<file path="config.mk">
export PLATFORM = sky130hd
export DESIGN_NAME = nlp_fir_coeff_seq
export DESIGN_NICKNAME = d
export VERILOG_FILES = /design/src/rtl/nlp_fir_coeff_seq.sv
export SDC_FILE = /design/constraint.sdc
export NUM_CORES = 1
export LEC_CHECK = 0
export ABC_AREA = 1
export ABC_CLOCK_PERIOD_IN_PS = 3640
export BUFFER_PORTS_ARGS = -buffer_cell sky130_fd_sc_hd__buf_4
export CAP_MARGIN = 20
export CORE_ASPECT_RATIO = 0.6
export CORE_MARGIN = 3
export CORE_UTILIZATION = 47
export CTS_BUF_LIST = sky130_fd_sc_hd__clkbuf_4 sky130_fd_sc_hd__clkbuf_8 sky130_fd_sc_hd__clkbuf_16
export CTS_CLUSTER_DIAMETER = 150
export DETAILED_ROUTE_END_ITERATION = 7
export PLACE_DENSITY_LB_ADDON = 0.15
export SYNTH_ARGS = -nofsm -noshare
export SYNTH_HDL_FRONTEND = slang
export SYNTH_SLANG_ARGS = --single-unit
</file>
<file path="constraint.sdc">
create_clock -name i_clk -period 3.64 [get_ports i_clk]
set_input_delay 0.546 -clock i_clk [delete_from_list [all_inputs] [get_ports i_clk]]
set_output_delay 0.546 -clock i_clk [all_outputs]
set_load 0.02 [all_outputs]
</file>
<file path="src/rtl/nlp_fir_coeff_seq.sv">
// Coefficient sequencer for a symmetric 48-tap low-pass FIR: streams the sign-magnitude
// table over a valid/ready handshake and serves a registered random-access read port.
// Optional build macro: NLP_FIR_TWOS_COMP_EN presents both data outputs as two's complement.
module nlp_fir_coeff_seq #(
    parameter int N     = 80,
    parameter int DEPTH = 48,
    parameter int AW    = 6
) (
    input  logic          i_clk,
    input  logic          i_rst,
    input  logic          i_start,
    input  logic          i_dir,
    input  logic          i_ready,
    output logic          o_coeff_valid,
    output logic [N-1:0]  o_coeff_data,
    output logic [AW-1:0] o_coeff_idx,
    output logic          o_coeff_last,
    output logic          o_busy,
    input  logic [AW-1:0] i_rd_addr,
    output logic [N-1:0]  o_rd_data
);

    typedef enum logic [0:0] {
        ST_IDLE   = 1'b0,
        ST_STREAM = 1'b1
    } state_t;

    localparam logic [AW-1:0] LP_FIRST = AW'(0);
    localparam logic [AW-1:0] LP_LAST  = AW'(DEPTH - 1);
    localparam logic [AW:0]   LP_DEPTH = (AW + 1)'(DEPTH);

    state_t        r_state;
    state_t        w_state_nxt;
    logic          r_dir;
    logic          w_dir_nxt;
    logic [AW-1:0] r_coeff_idx;
    logic [AW-1:0] w_idx_nxt;
    logic          r_coeff_valid;
    logic          r_coeff_last;
    logic          r_busy;
    logic [N-1:0]  r_coeff_data;
    logic [N-1:0]  r_rd_data;
    logic          w_accept;
    logic          w_valid_nxt;
    logic          w_last_nxt;
    logic [N-1:0]  w_data_nxt;
    logic          w_rd_in_range;

    // Magnitudes of the first half of the symmetric response, LSB = 2^-16.
    function automatic logic [15:0] tap_mag(input int j);
        logic [15:0] m;
        case (j)
            0:       m = 16'd70;
            1:       m = 16'd72;
            2:       m = 16'd60;
            3:       m = 16'd27;
            4:       m = 16'd36;
            5:       m = 16'd131;
            6:       m = 16'd242;
            7:       m = 16'd337;
            8:       m = 16'd366;
            9:       m = 16'd282;
            10:      m = 16'd52;
            11:      m = 16'd315;
            12:      m = 16'd767;
            13:      m = 16'd1192;
            14:      m = 16'd1446;
            15:      m = 16'd1371;
            16:      m = 16'd839;
            17:      m = 16'd211;
            18:      m = 16'd1748;
            19:      m = 16'd3638;
            20:      m = 16'd5656;
            21:      m = 16'd7523;
            22:      m = 16'd8961;
            default: m = 16'd9743;
        endcase
        return m;
    endfunction

    function automatic logic tap_neg(input int j);
        return (((j >= 0) && (j <= 3)) || ((j >= 11) && (j <= 16))) ? 1'b1 : 1'b0;
    endfunction

    // Fold the index onto the first half so tap k equals tap DEPTH-1-k.
    function automatic logic [N-1:0] tap_word(input logic [AW-1:0] k);
        int ki;
        int j;
        ki = int'(k);
        if ((2 * ki) < DEPTH) begin
            j = ki;
        end else begin
            j = DEPTH - 1 - ki;
        end
        if (j < 0) begin
            j = 0;
        end else begin
            j = j;
        end
        return {tap_neg(j), (N - 1)'(tap_mag(j))};
    endfunction

    function automatic logic [N-1:0] present(input logic [N-1:0] sm);
`ifdef NLP_FIR_TWOS_COMP_EN
        logic [N-1:0] mag_ext;
        mag_ext = {1'b0, sm[N-2:0]};
        // Negative zero negates to zero, so it needs no special case.
        if (sm[N-1]) begin
            return (~mag_ext) + N'(1);
        end else begin
            return mag_ext;
        end
`else
        return sm;
`endif
    endfunction

    assign w_accept      = r_coeff_valid & i_ready;
    assign w_rd_in_range = ({1'b0, i_rd_addr} < LP_DEPTH);

    // State register and latched stream direction.
    always_ff @(posedge i_clk) begin
        if (i_rst) begin
            r_state <= ST_IDLE;
            r_dir   <= 1'b0;
        end else begin
            r_state <= w_state_nxt;
            r_dir   <= w_dir_nxt;
        end
    end

    // Next-state, direction and index selection.
    always_comb begin
        w_state_nxt = r_state;
        w_dir_nxt   = r_dir;
        w_idx_nxt   = r_coeff_idx;
        case (r_state)
            ST_IDLE: begin
                if (i_start) begin
                    w_state_nxt = ST_STREAM;
                    w_dir_nxt   = i_dir;
                    w_idx_nxt   = i_dir ? LP_LAST : LP_FIRST;
                end else begin
                    w_state_nxt = ST_IDLE;
                end
            end
            ST_STREAM: begin
                // start is deliberately not looked at here, even on the final beat.
                if (w_accept) begin
                    if (r_coeff_last) begin
                        w_state_nxt = ST_IDLE;
                    end else if (r_dir) begin
                        w_idx_nxt = r_coeff_idx - AW'(1);
                    end else begin
                        w_idx_nxt = r_coeff_idx + AW'(1);
                    end
                end else begin
                    w_state_nxt = ST_STREAM;
                end
            end
            default: begin
                w_state_nxt = ST_IDLE;
            end
        endcase
    end

    // Next values of the registered stream outputs.
    always_comb begin
        w_valid_nxt = (w_state_nxt == ST_STREAM);
        w_last_nxt  = 1'b0;
        w_data_nxt  = present(tap_word(w_idx_nxt));
        if (w_valid_nxt) begin
            w_last_nxt = (w_idx_nxt == (w_dir_nxt ? LP_FIRST : LP_LAST));
        end else begin
            w_last_nxt = 1'b0;
        end
    end

    // Stream output registers.
    always_ff @(posedge i_clk) begin
        if (i_rst) begin
            r_coeff_valid <= 1'b0;
            r_coeff_last  <= 1'b0;
            r_busy        <= 1'b0;
            r_coeff_idx   <= LP_FIRST;
            r_coeff_data  <= {N{1'b0}};
        end else begin
            r_coeff_valid <= w_valid_nxt;
            r_coeff_last  <= w_last_nxt;
            r_busy        <= w_valid_nxt;
            r_coeff_idx   <= w_idx_nxt;
            r_coeff_data  <= w_data_nxt;
        end
    end

    // Random-access read port, independent of the stream.
    always_ff @(posedge i_clk) begin
        if (i_rst) begin
            r_rd_data <= {N{1'b0}};
        end else if (w_rd_in_range) begin
            r_rd_data <= present(tap_word(i_rd_addr));
        end else begin
            r_rd_data <= {N{1'b0}};
        end
    end

    assign o_coeff_valid = r_coeff_valid;
    assign o_coeff_data  = r_coeff_data;
    assign o_coeff_idx   = r_coeff_idx;
    assign o_coeff_last  = r_coeff_last;
    assign o_busy        = r_busy;
    assign o_rd_data     = r_rd_data;

endmodule

</file>
==> tab_implementation.tex, run 1 <==
\begin{tabular}{lr}
\hline
Metric & Value \\
\hline
\multicolumn{2}{l}{\textbf{Finish}} \\
Leading cell types in the layout, fill and taps excluded & sky130\_fd\_sc\_hd\_\_conb\_1 (130), sky130\_fd\_sc\_hd\_\_nand2\_1 (92), sky130\_fd\_sc\_hd\_\_inv\_1 (50), sky130\_fd\_sc\_hd\_\_buf\_4 (49), sky130\_fd\_sc\_hd\_\_dfxtp\_1 (39) \\
Fillers & 740 \\
Cell Count, Final, Fillers Out & 667 \\
Final design area excluding fillers & 3800 sq um \\
Count of nets after finishing & 600 \\
Layout cell share with drive strength beyond 1 & 0.1741 \\
Area taken by multi-input logic gates & 2122 sq um \\
Most common cell after layout, fill and taps aside & sky130\_fd\_sc\_hd\_\_conb\_1 \\
Register area & 780.7 sq um \\
Utilization after layout & 0.5123 \\
N\_diodes & 0 \\
Relative area change from synthesis to final layout & 3.581\% \\
\multicolumn{2}{l}{\textbf{Synthesis}} \\
Fraction of the mapped netlist area in compound gates & 0.1119 \\
Count of cell types in the netlist & 39 \\
Fraction of the yosys area taken by sequential cells & 0.2128 \\
Synth Area in Adders & 0.09413 \\
Cell accounting for the most synthesized area & sky130\_fd\_sc\_hd\_\_buf\_4 \\
Register bit total from synthesis & 39 \\
Post-synthesis cell area & 3669 sq um \\
Share of synthesized cell area in and, or, nand and nor gates & 0.2370 \\
Yosys warning count & 0 \\
Synth Area per Inst & 7.137 sq um \\
Dominant combinational cell family by area after synthesis & buffers and inverters \\
Instance count of the mapped netlist & 514 \\
Multiplexer fraction of the synthesized cell area & 0 \\
Synth top area cells & sky130\_fd\_sc\_hd\_\_buf\_4 (27\%), sky130\_fd\_sc\_hd\_\_dfxtp\_1 (21\%), sky130\_fd\_sc\_hd\_\_nand2\_1 (9.4\%) \\
Yosys top cell area share & 0.2701 \\
Xor and xnor area share after synthesis & 0.002387 \\
\multicolumn{2}{l}{\textbf{Placed design}} \\
Number of placed instances with taps included & 659 \\
HPWL reported at the end of detailed placement & 6788 um \\
RD Place Congestion & 0.9537 \\
Number of port buffers & 49 \\
DP Area & 3631 sq um \\
\multicolumn{2}{l}{\textbf{Clocking}} \\
Clock transition at path regs & 60 ps \\
Number of buffers added by the clock tree synthesis step & 5 \\
CTS-repair resized insts & 0 \\
Clock root buffer master & sky130\_fd\_sc\_hd\_\_clkbuf\_16 \\
Hold buffer count at CTS & 0 \\
Insertion delay to the later sink of the worst-skew pair & 280 ps \\
Setup bufs post-CTS & 0 \\
Clock sink count & 39 \\
Max Root-Sink Buffers & 2 \\
TritonCTS clock tree & yes \\
\# H-tree levels & 2 \\
\multicolumn{2}{l}{\textbf{GRT}} \\
Antenna violations before repair & 0 \\
Total GRT Usage & 0.1780 \\
Total grt overflow & 0 \\
Wire length of the first global-routing pass & 12760 um \\
Maximum number of pins on one net before global-route repair & 18 \\
Via count of the first global-routing pass & 2448 \\
\multicolumn{2}{l}{\textbf{Timing}} \\
Unrepaired setup endpoints after global routing & false \\
Final TNS setup & 0 ps \\
Period utilisation layout & 0.8725 \\
Rel. slew slack & 0.5443 \\
Maximum clock rate & 0.3149 GHz \\
Worst Skew & 4.183 ps \\
Final number of max-transition violations & 0 \\
Transition time of the tightest slew-check pin & 681.0 ps \\
Fin. Hold Viols & 0 \\
Final setup viols & 0 \\
Post-route minimum period & 3176 ps \\
Smallest hold slack & 567.3 ps \\
\multicolumn{2}{l}{\textbf{Setup path}} \\
Family with the most delay on the worst path & simple AND/OR/NAND/NOR gates \\
Critical path arrival & 3360 ps \\
Critical path's slowest cell & sky130\_fd\_sc\_hd\_\_fa\_1 \\
Critical path buffer and inverter count & 2 \\
Worst r2r path cells & 20 \\
Top fanout value on the critical path & 7 \\
Crit path required time & 3820 ps \\
Crit-path most repeated cell & sky130\_fd\_sc\_hd\_\_nand2\_1 \\
Worst setup SP type & flip-flop \\
Delay of the slowest critical-path stage & 480 ps \\
Worst Setup Path Type & flip-flop to flip-flop \\
Total stage count of the critical path & 20 \\
CP cell instances & fa\_1 > nand3\_1 > nand4\_1 > nand2\_1 > nand2\_1 > nand2\_1 > nand2\_2 > nand2\_4 > nand3\_4 > nand2\_1 > nand2\_1 > nor2\_4 > inv\_1 > ha\_1 > inv\_1 > nand3\_1 > nand2\_1 > nand2\_1 > nand3\_1 > nand2\_1 \\
Crit end category & flip-flop \\
\multicolumn{2}{l}{\textbf{Power and ir drop}} \\
Lkg Pwr & 2.109 nW \\
Seq pwr share & 0.273 \\
Internal power & 1.063 mW \\
Clock power share & 0.269 \\
Worst IR drop on VDD & 0.0002280 V \\
Switching share of power & 0.4352 \\
Cell Pwr Density & 495.3 nW/um\^{}2 \\
Net switching power of the design & 0.8190 mW \\
Combinational power share & 0.458 \\
\multicolumn{2}{l}{\textbf{Floorplanning}} \\
Width of the chip & 120.1 um \\
Initial Util & 0.4946 \\
\# rows & 24 \\
DIE AREA & 8936 sq um \\
Core ar. & 7417 sq um \\
I/O pin total & 180 \\
Die H & 74.44 um \\
\multicolumn{2}{l}{\textbf{Drt}} \\
Routed WL & 8293 um \\
Residual antenna-violating net count after detailed routing & 0 \\
Number of DRC violations after detailed-routing iteration 0 & 289 \\
Detailed-route DRC error count & 0 \\
Via count & 3048 \\
Avg Vias per Cell & 4.570 \\
Drt first pass iters & 5 \\
Wire length per cell after detailed routing & 12.43 um \\
\multicolumn{2}{l}{\textbf{Run status}} \\
Result of the run & complete, no violations \\
\multicolumn{2}{l}{\textbf{Worst hold path}} \\
Path class of the lowest-slack min-delay path & primary input to flip-flop \\
Number of cells on the worst hold path & 2 \\
\multicolumn{2}{l}{\textbf{Job}} \\
Maximum capacitance violations & 0 \\
\hline
\end{tabular}
-- state kept, by name, summed over array words and instances (netlist names) --
register / count
o_coeff_data: 15
o_coeff_last: 1
o_coeff_idx: 6
o_rd_data: 15
o_busy: 1
r_dir: 1
-- cell families after synthesis --
kind of cell,Yosys count
buffers and inverters,197
and+or+nand+nor,180
AOI/OAI and AO/OA,69
DFF,39
adders and majority gates,27
xor gates and xnor gates,1
other,1
-- layout make-up --
class	count	area share
Timing Repair Buffer	49	0.09681
Multi-Input combinational cell	407	0.5584
Sequential cell	39	0.2055
Clock buffer	5	0.03293
Inverter	60	0.06059
Clock inverter	3	0.01152
Tap cell	104	0.03424
-- worst paths after layout --
kind | slack [ps] | from | endpoint
max reg2reg | 460 | o_coeff_idx[0] | o_coeff_data[1]
max | 460 | o_coeff_idx[0] | o_coeff_data[1]
min | 570 | i_rst | o_coeff_idx[3]
min reg2reg | 700 | o_coeff_idx[3] | o_coeff_idx[3]
-- power by group through the flow --
| stage | Clock [mW] | Sequential, mW | Combinational [mW] |
|---|---|---|---|
| floorplan | 0 | 0.591 | 0.664 |
| global placement | 0 | 0.524 | 0.842 |
| detailed placement | 0 | 0.524 | 0.838 |
| CTS | 0.516 | 0.515 | 0.845 |
| global route | 0.537 | 0.521 | 0.942 |
| finish | 0.506 | 0.514 | 0.862 |
-- metal layers --
layer,track usage,vias to the layer above,share of wire
met5,0,-,0
met3,0.04179,7,0.14
met2,0.2245,216,0.37
met4,0.03426,0,0.0071
li1,-,1466,-
met1,0.2934,1359,0.48
-- synthesized netlist by cell type, drive strengths merged --
master,instances
buf,135
nand2,105
inv,60
dfxtp,39
nor2,34
nand3,33
o21ai,28
ha,26
a21oi,21
o211ai,5
o22ai,5
o21a,4
nand4,3
clkbuf,2
nor3,2
or2,2
a221oi,1
a32o,1
conb,1
fa,1
nor4,1
o2111a,1
o221ai,1
o311ai,1
o31ai,1
xnor2,1
-- metrics by stage --
stage | setup slack, ps | power, mW
floorplan | 836.5 | 1.255
global placement | 581.5 | 1.366
detailed placement | 493.4 | 1.362
CTS | 478.7 | 1.876
global route | 116.3 | 2.001
finish | 464.3 | 1.882
-- worst reg2reg max path: cells and delay by family, from the launching register on --
kind,cells,cell delay (ps)
adder cells (fa/ha/maj),2,830
buffers and inverters,2,270
flip-flops,1,370
AND/OR/NAND/NOR,16,1590
Power figures use the tool's default switching activity.
==> run 2: changes to the inputs <==
--- a/config.mk
+++ b/config.mk
@@ -9,9 +9,11 @@
 export ABC_CLOCK_PERIOD_IN_PS = 3640
 export BUFFER_PORTS_ARGS = -buffer_cell sky130_fd_sc_hd__buf_4
 export CAP_MARGIN = 20
+export CELL_PAD_IN_SITES_DETAIL_PLACEMENT = 2
+export CELL_PAD_IN_SITES_GLOBAL_PLACEMENT = 2
 export CORE_ASPECT_RATIO = 0.6
 export CORE_MARGIN = 3
-export CORE_UTILIZATION = 47
+export CORE_UTILIZATION = 24
 export CTS_BUF_LIST = sky130_fd_sc_hd__clkbuf_4 sky130_fd_sc_hd__clkbuf_8 sky130_fd_sc_hd__clkbuf_16
 export CTS_CLUSTER_DIAMETER = 150
 export DETAILED_ROUTE_END_ITERATION = 7
==> run 2 against run 1 <==
Count of clock-buffer cells in the layout increased by 1. Combinational power increased by 2.4%. Global-route usage decreased by 5.0 points. Cell count increased by 14%. Sequential share of layout area decreased by 0.74 points. First-iteration DRC count decreased by 64%. Sequential power increased by 1%. Total power increased by 5.6%. Clock skew increased by 3.5 ps. Register-to-register slack got worse by 120 ps. Setup slack got worse by 120 ps. Utilization decreased by 24 points. Critical endpoint unchanged. Highest routed layer unchanged.
==> tab_implementation.tex, run 2 (synthesis results as in run 1) <==
\begin{tabular}{lr}
\hline
Metric & Value \\
\hline
\multicolumn{2}{l}{\textbf{Clocking}} \\
Hold buffer count at CTS & 0 (unchanged) \\
Max Root-Sink Buffers & 2 (unchanged) \\
Clock sink count & 39 (unchanged) \\
TritonCTS clock tree & yes \\
Insertion delay to the later sink of the worst-skew pair & 290 ps (about the same) \\
Clock transition at path regs & 60 ps (about the same) \\
CTS-repair resized insts & 0 (unchanged) \\
Setup bufs post-CTS & 0 (unchanged) \\
Number of buffers added by the clock tree synthesis step & 5 (unchanged) \\
\# H-tree levels & 2 (unchanged) \\
Clock root buffer master & sky130\_fd\_sc\_hd\_\_clkbuf\_16 \\
\multicolumn{2}{l}{\textbf{GRT}} \\
Total grt overflow & 0 (unchanged) \\
Met1 Resource Use GR & 0.1836 (-0.1098) \\
Via count of the first global-routing pass & 3156 (+29\%) \\
Maximum number of pins on one net before global-route repair & 18 (unchanged) \\
Total GRT Usage & 0.1285 (-0.04952) \\
Antenna violations before repair & 0 (unchanged) \\
Met3 routing resource usage after global routing & 0.03432 (-0.007472) \\
Fraction of met2 tracks used by global routing & 0.1969 (-0.02759) \\
Wire length of the first global-routing pass & 17390 um (+36\%) \\
Top Usage Layer GRT & met2 \\
\multicolumn{2}{l}{\textbf{Setup path}} \\
Crit end category & flip-flop \\
Worst setup SP type & flip-flop \\
Worst Setup Path Type & flip-flop to flip-flop \\
Critical path arrival & 3480 ps (+120 ps) \\
Delay of the slowest critical-path stage & 510 ps (+30 ps) \\
Destination of the worst register-to-register timing path & o\_coeff\_data[1] \\
Critical path buffer and inverter count & 3 (+1) \\
Register-to-register setup slack & 350 ps (-120 ps) \\
Crit path required time & 3830 ps (about the same) \\
CP cell instances & ha\_1 > a21oi\_1 > nand3\_1 > nand2\_1 > nand3\_2 > nand2\_2 > nand2\_2 > nand2\_2 > inv\_2 > nor2\_4 > inv\_1 > ha\_1 > inv\_1 > nand3\_1 > nand2\_1 > nand2\_1 > nand3\_1 > nand2\_1 \\
Family with the most delay on the worst path & simple AND/OR/NAND/NOR gates \\
Top fanout value on the critical path & 8 (+1) \\
Crit-path most repeated cell & sky130\_fd\_sc\_hd\_\_nand2\_1 \\
Worst r2r path cells & 18 (-10\%) \\
Startpoint of the most critical register-to-register path & r\_dir \\
Critical path's slowest cell & sky130\_fd\_sc\_hd\_\_dfxtp\_1 \\
\multicolumn{2}{l}{\textbf{Power and ir drop}} \\
Worst IR drop on VDD & 0.0001532 V (-33\%) \\
Cell Pwr Density & 504.0 nW/um\^{}2 (+1.8\%) \\
Lkg Pwr & 2.119 nW (+0.51\%) \\
Total power & 1.986 mW (+5.6\%) \\
\multicolumn{2}{l}{\textbf{Worst hold path}} \\
Start point of the worst min-delay path & i\_rst \\
WHS Endpoint & o\_coeff\_idx[0] \\
Number of cells on the worst hold path & 2 (unchanged) \\
Path class of the lowest-slack min-delay path & primary input to flip-flop \\
\multicolumn{2}{l}{\textbf{Drt}} \\
Drt first pass iters & 4 (-1) \\
Via count & 3045 (-0.098\%) \\
Residual antenna-violating net count after detailed routing & 0 (unchanged) \\
Routed WL & 10940 um (+32\%) \\
Avg Vias per Cell & 4.001 (-12\%) \\
Wire length per cell after detailed routing & 14.37 um (+16\%) \\
Number of DRC violations after detailed-routing iteration 0 & 104 (-64\%) \\
Detailed-route DRC error count & 0 (unchanged) \\
\multicolumn{2}{l}{\textbf{Floorplanning}} \\
DIE AREA & 16850 sq um (+89\%) \\
I/O pin total & 180 (unchanged) \\
Core ar. & 14720 sq um (+98\%) \\
\# rows & 34 (+42\%) \\
Die H & 101.8 um (+37\%) \\
Initial Util & 0.2492 (-0.2454) \\
Width of the chip & 165.6 um (+38\%) \\
\multicolumn{2}{l}{\textbf{Timing}} \\
Final setup viols & 0 (unchanged) \\
Transition time of the tightest slew-check pin & 580.6 ps (-100.4 ps) \\
Maximum clock rate & 0.3035 GHz (-3.6\%) \\
Rel. slew slack & 0.6115 (+0.06720) \\
Period utilisation layout & 0.9052 (+0.03272) \\
Final number of max-transition violations & 0 (unchanged) \\
Final TNS setup & 0 ps (unchanged) \\
Unrepaired setup endpoints after global routing & false \\
Post-route minimum period & 3295 ps (+119.1 ps) \\
Fin. Hold Viols & 0 (unchanged) \\
Worst Skew & 7.718 ps (+3.535 ps) \\
\multicolumn{2}{l}{\textbf{Finish}} \\
Leading cell types in the layout, fill and taps excluded & sky130\_fd\_sc\_hd\_\_conb\_1 (130), sky130\_fd\_sc\_hd\_\_nand2\_1 (92), sky130\_fd\_sc\_hd\_\_inv\_1 (50), sky130\_fd\_sc\_hd\_\_buf\_4 (49), sky130\_fd\_sc\_hd\_\_dfxtp\_1 (39) \\
Most common cell after layout, fill and taps aside & sky130\_fd\_sc\_hd\_\_conb\_1 \\
Count of nets after finishing & 600 (unchanged) \\
Relative area change from synthesis to final layout & 7.435\% \\
Fillers & 1791 (+140\%) \\
N\_diodes & 0 (unchanged) \\
Layout cell share with drive strength beyond 1 & 0.1741 (unchanged) \\
\multicolumn{2}{l}{\textbf{Placed design}} \\
Number of port buffers & 49 (unchanged) \\
RD Place Congestion & 0.8536 (-10\%) \\
HPWL reported at the end of detailed placement & 9008 um (+33\%) \\
\multicolumn{2}{l}{\textbf{Run status}} \\
Result of the run & complete, no violations \\
\multicolumn{2}{l}{\textbf{Job}} \\
Maximum capacitance violations & 0 (unchanged) \\
\hline
\end{tabular}
-- run 2: cell count changes in the layout (fill, tap and decap cells not counted), sizes merged --
cell    before  now
clkbuf       5    6
bufinv       1    2
clkinv       2    0
-- run 2: routing by layer --
layer,share of wire,up-vias
li1,-,1467
met1,0.50,1451
met2,0.42,121
met3,0.072,6
met4,0.0078,0
met5,0,-
-- run 2: cell type report --
class                           instances  area (sq um)  share of cell area
Clock inverter                          2         60.06             0.01524
Clock buffer                            6         132.6             0.03365
Timing Repair Buffer                   49         367.9             0.09333
Inverter                               60         230.2             0.05841
Tap cell                              198         247.7             0.06286
Multi-Input combinational cell        407          2122              0.5384
Sequential cell                        39         780.7              0.1981
-- run 2: power breakdown --
part | switching (mW) | internal [mW]
clock network | 0.182 | 0.401
registers | 0.0350 | 0.486
logic | 0.630 | 0.253
-- run 2: how the worst max path moves through the flow --
| stage | from | cells past startpoint | to |
|---|---|---|---|
| after floorplan | o_coeff_idx[0] | 20 | o_coeff_data[1] |
| after global placement | o_coeff_idx[0] | 20 | o_coeff_data[1] |
| after detailed placement | r_dir | 20 | o_coeff_data[1] |
| after CTS | r_dir | 20 | o_coeff_data[1] |
| after global routing | r_dir | 20 | o_coeff_data[1] |
| final | r_dir | 18 | o_coeff_data[1] |
-- run 2: stage by stage --
stage	cells	setup slack [ps]	util	instance area, sq um	hold WS (ps)
2_1_floorplan	643	836.5	-	4153	688.9
6_report	761	345.2	0.2678	3941	558.4
3_3_place_gp	753	480.8	0.2547	3749	692.2
3_5_place_dp	753	330.3	0.2547	3749	703.7
5_1_grt	761	47.72	0.2678	3941	570.3
4_1_cts	761	322.5	0.2678	3941	554.0
==> run 3: changes to the inputs <==
--- a/config.mk
+++ b/config.mk
@@ -5,7 +5,6 @@
 export SDC_FILE = /design/constraint.sdc
 export NUM_CORES = 1
 export LEC_CHECK = 0
-export ABC_AREA = 1
 export ABC_CLOCK_PERIOD_IN_PS = 3640
 export BUFFER_PORTS_ARGS = -buffer_cell sky130_fd_sc_hd__buf_4
 export CAP_MARGIN = 20
@@ -13,11 +12,11 @@
 export CELL_PAD_IN_SITES_GLOBAL_PLACEMENT = 2
 export CORE_ASPECT_RATIO = 0.6
 export CORE_MARGIN = 3
-export CORE_UTILIZATION = 24
+export CORE_UTILIZATION = 26
 export CTS_BUF_LIST = sky130_fd_sc_hd__clkbuf_4 sky130_fd_sc_hd__clkbuf_8 sky130_fd_sc_hd__clkbuf_16
 export CTS_CLUSTER_DIAMETER = 150
 export DETAILED_ROUTE_END_ITERATION = 7
-export PLACE_DENSITY_LB_ADDON = 0.15
+export PLACE_DENSITY_LB_ADDON = 0.25
 export SYNTH_ARGS = -nofsm -noshare
 export SYNTH_HDL_FRONTEND = slang
 export SYNTH_SLANG_ARGS = --single-unit
==> run 3 against run 2 <==
Flip-flop and latch count unchanged. Count of clock-buffer cells in the layout shrank 1. Sequential share of layout area down 1.5 points. Critical path depth shrank 5. Total power is 2.5% higher. Clock skew is 1.6 ps lower. Sequential power is 2% lower. Routed wire length increased by 21%.
==> tab_implementation.tex, run 3 <==
\begin{tabular}{lr}
\hline
Metric & Value \\
\hline
\multicolumn{2}{l}{\textbf{Run status}} \\
Result of the run & complete, no violations \\
\multicolumn{2}{l}{\textbf{Floorplanning}} \\
Width of the chip & 163.7 um (-1.1\%) \\
Core ar. & 14120 sq um (-4.1\%) \\
Initial Util & 0.2749 (+0.02562) \\
I/O pin total & 180 (unchanged) \\
DIE AREA & 16480 sq um (-2.2\%) \\
\# rows & 33 (-2.9\%) \\
Die H & 100.6 um (-1.1\%) \\
\multicolumn{2}{l}{\textbf{Setup path}} \\
Critical path's slowest cell & sky130\_fd\_sc\_hd\_\_or4\_4 \\
Critical path arrival & 3620 ps (+140 ps) \\
Worst setup SP type & flip-flop \\
Worst Setup Path Type & flip-flop to flip-flop \\
Startpoint of the most critical register-to-register path & r\_dir \\
CP cell instances & ha\_2 > and3\_1 > or4\_4 > and3\_4 > nand2\_2 > nor2\_1 > a21oi\_1 > o22a\_1 > inv\_1 > ha\_1 > o31ai\_1 > a31oi\_1 > a311o\_1 \\
Delay of the slowest critical-path stage & 520 ps (about the same) \\
Top fanout value on the critical path & 9 (+1) \\
Destination of the worst register-to-register timing path & o\_coeff\_data[5] \\
Register-to-register setup slack & 190 ps (-150 ps) \\
Crit end category & flip-flop \\
Crit path required time & 3820 ps (about the same) \\
Worst r2r path cells & 13 (-5) \\
\multicolumn{2}{l}{\textbf{Drt}} \\
Drt first pass iters & 4 (unchanged) \\
Routed WL & 13200 um (+21\%) \\
Avg Vias per Cell & 4.616 (+15\%) \\
Detailed-route DRC error count & 0 (unchanged) \\
Via count & 3448 (+13\%) \\
Number of DRC violations after detailed-routing iteration 0 & 200 (+92\%) \\
Residual antenna-violating net count after detailed routing & 0 (unchanged) \\
Wire length per cell after detailed routing & 17.67 um (+23\%) \\
\multicolumn{2}{l}{\textbf{Power and ir drop}} \\
Cell Pwr Density & 472.5 nW/um\^{}2 (-6.3\%) \\
Worst IR drop on VDD & 0.0001815 V (+18\%) \\
Total power & 2.037 mW (+2.5\%) \\
Lkg Pwr & 2.077 nW (-2.0\%) \\
\multicolumn{2}{l}{\textbf{Synthesis}} \\
Cell accounting for the most synthesized area & sky130\_fd\_sc\_hd\_\_buf\_4 \\
Post-synthesis cell area & 3881 sq um (+5.8\%) \\
Yosys top cell area share & 0.2553 (-0.01480) \\
Fraction of the yosys area taken by sequential cells & 0.2012 (-0.01166) \\
Count of cell types in the netlist & 65 (+67\%) \\
Post-synthesis async set-or-reset flop share & 0 (unchanged) \\
Synth top area cells & sky130\_fd\_sc\_hd\_\_buf\_4 (26\%), sky130\_fd\_sc\_hd\_\_dfxtp\_1 (20\%), sky130\_fd\_sc\_hd\_\_ha\_1 (8.4\%) \\
Dominant cell by count in the synthesized netlist & sky130\_fd\_sc\_hd\_\_buf\_4 \\
Most used standard cells in the synthesized netlist & sky130\_fd\_sc\_hd\_\_buf\_4 (132), sky130\_fd\_sc\_hd\_\_nor2\_1 (48), sky130\_fd\_sc\_hd\_\_dfxtp\_1 (39) \\
Synth Area per Inst & 7.921 sq um (+11\%) \\
Register bit total from synthesis & 39 (unchanged) \\
Most instantiated flip-flop cell in the synthesis netlist & sky130\_fd\_sc\_hd\_\_dfxtp\_1 \\
Yosys warning count & 0 (unchanged) \\
Instance count of the mapped netlist & 490 (-4.7\%) \\
Number of synthesized flops with an enable pin & 0 (unchanged) \\
\multicolumn{2}{l}{\textbf{GRT}} \\
Maximum number of pins on one net before global-route repair & 24 (+6) \\
Via count of the first global-routing pass & 3391 (+7.4\%) \\
Antenna violations before repair & 0 (unchanged) \\
Total grt overflow & 0 (unchanged) \\
Wire length of the first global-routing pass & 19960 um (+15\%) \\
Total GRT Usage & 0.1551 (+0.02660) \\
\multicolumn{2}{l}{\textbf{Clocking}} \\
Clock sink count & 39 (unchanged) \\
Clock transition at path regs & 60 ps (about the same) \\
Insertion delay to the later sink of the worst-skew pair & 290 ps (about the same) \\
Number of buffers added by the clock tree synthesis step & 5 (unchanged) \\
Max Root-Sink Buffers & 2 (unchanged) \\
\# H-tree levels & 2 (unchanged) \\
TritonCTS clock tree & yes \\
Clock root buffer master & sky130\_fd\_sc\_hd\_\_clkbuf\_16 \\
\multicolumn{2}{l}{\textbf{Timing}} \\
Final TNS setup & 0 ps (unchanged) \\
Minimum setup slack in the final design & 192.2 ps (-153.0 ps) \\
Maximum clock rate & 0.2900 GHz (-4.4\%) \\
Unrepaired setup endpoints after global routing & false \\
Transition time of the tightest slew-check pin & 809.2 ps (+228.6 ps) \\
Fin. Hold Viols & 0 (unchanged) \\
Final setup viols & 0 (unchanged) \\
Rel. slew slack & 0.4594 (-0.1521) \\
Post-route minimum period & 3448 ps (+153.0 ps) \\
Worst Skew & 6.077 ps (-1.640 ps) \\
Period utilisation layout & 0.9472 (+0.04203) \\
Final number of max-transition violations & 0 (unchanged) \\
\multicolumn{2}{l}{\textbf{Finish}} \\
Leading cell types in the layout, fill and taps excluded & sky130\_fd\_sc\_hd\_\_conb\_1 (130), sky130\_fd\_sc\_hd\_\_buf\_4 (78), sky130\_fd\_sc\_hd\_\_nor2\_1 (48), sky130\_fd\_sc\_hd\_\_dfxtp\_1 (35), sky130\_fd\_sc\_hd\_\_nand2\_1 (26) \\
Count of nets after finishing & 592 (-1.3\%) \\
Fillers & 1662 (-7.2\%) \\
Relative area change from synthesis to final layout & 11.09\% \\
Layout cell share with drive strength beyond 1 & 0.2054 (+0.03134) \\
N\_diodes & 0 (unchanged) \\
Most common cell after layout, fill and taps aside & sky130\_fd\_sc\_hd\_\_conb\_1 \\
\multicolumn{2}{l}{\textbf{Worst hold path}} \\
Number of cells on the worst hold path & 2 (unchanged) \\
WHS Endpoint & o\_busy \\
Start point of the worst min-delay path & i\_ready \\
Path class of the lowest-slack min-delay path & primary input to flip-flop \\
\multicolumn{2}{l}{\textbf{Job}} \\
Maximum capacitance violations & 0 (unchanged) \\
\multicolumn{2}{l}{\textbf{Placed design}} \\
Number of port buffers & 49 (unchanged) \\
RD Place Congestion & 0.9125 (+6.9\%) \\
HPWL reported at the end of detailed placement & 10440 um (+16\%) \\
Post-Place Worst Slack & 78.46 ps (-251.8 ps) \\
\hline
\end{tabular}
-- run 3: changes by cell type after synthesis, moves of 9 or more --
| cell | before | now |
|---|---|---|
| sky130_fd_sc_hd__a211oi_1 | 0 | 15 |
| sky130_fd_sc_hd__nand3_1 | 29 | 14 |
| sky130_fd_sc_hd__clkbuf_1 | 2 | 12 |
| sky130_fd_sc_hd__nor2_1 | 27 | 48 |
| sky130_fd_sc_hd__inv_1 | 50 | 10 |
| sky130_fd_sc_hd__nand2_2 | 10 | 1 |
| sky130_fd_sc_hd__nand2_1 | 92 | 27 |
-- run 3: worst max path at each step --
stage / endpoint / cells past startpoint / start / slack (ps)
after detailed placement: o_coeff_data[5] / 13 / r_dir / 80
after floorplan: o_coeff_data[5] / 14 / o_coeff_idx[0] / 190
after global placement: o_coeff_data[5] / 13 / r_dir / 290
final: o_coeff_data[5] / 13 / r_dir / 190
after global routing: o_coeff_data[5] / 14 / r_dir / 20
after CTS: o_coeff_data[5] / 13 / r_dir / 20
-- run 3: cell families (layout without fill, tap and decap cells) --
logic type | after synthesis | in the layout | share of synthesized area
AND/OR/NAND/NOR | 130 | 130 | 0.1676
buffers and inverters | 161 | 97 | 0.2876
flip-flops | 39 | 39 | 0.2012
other | 1 | 130 | 0.0009662
AO/OA/AOI/OAI | 112 | 112 | 0.2031
multiplexers | 11 | 11 | 0.03030
adder cells (fa/ha/maj) | 27 | 27 | 0.08897
XOR/XNOR | 9 | 9 | 0.02031
-- run 3: repair_timing --
item | 4_1_cts | 5_1_grt
setup buffers | 0 | 4
setup endpoints to repair | 0 | 8
hold buffers | 0 | 0
gates resized for setup | 0 | 10
-- run 3: layer usage --
metal  track usage  part of all wire  up-vias
met3       0.03571             0.094        5
met4       0.02339            0.0022        0
li1              -                 -     1587
met2        0.2102              0.39      178
met1        0.2467              0.51     1678
met5             0                 0        -
-- run 3: power breakdown --
group | switching [mW] | internal (mW)
sequential | 0.0281 | 0.482
clock | 0.199 | 0.324
combinational | 0.668 | 0.337
total | 0.895 | 1.14
-- run 3: layout make-up --
| cell class | instances | area [sq um] | share of cell area |
|---|---|---|---|
| multi-input cells | 419 | 2485 | 0.5763 |
| flip-flops and latches | 39 | 788.3 | 0.1828 |
| repair buffers | 78 | 585.6 | 0.1358 |
| well taps | 192 | 240.2 | 0.05572 |
| clock buffers | 5 | 125.1 | 0.02902 |
| clock inverters | 3 | 43.79 | 0.01016 |
| inverters | 11 | 43.79 | 0.01016 |
-- run 3: per-stage QoR --
| step | utilization | hold WS, ps | cell area [sq um] | instances |
|---|---|---|---|---|
| after floorplan | - | 636.1 | 4365 | 619 |
| after CTS | 0.3015 | 531.6 | 4258 | 743 |
| after detailed placement | 0.2896 | 605.8 | 4089 | 735 |
| after global routing | 0.3053 | 557.2 | 4312 | 747 |
| final | 0.3053 | 532.3 | 4312 | 747 |
| after global placement | 0.2896 | 600.1 | 4089 | 735 |
-- run 3: worst max-delay path, delay by kind of cell, from the launching register on --
family                     cells  cell delay, ps
AOI/OAI and AO/OA              5            1110
adders and majority gates      2             620
buffers and inverters          1             120
DFF                            1             390
and+or+nand+nor                5            1080
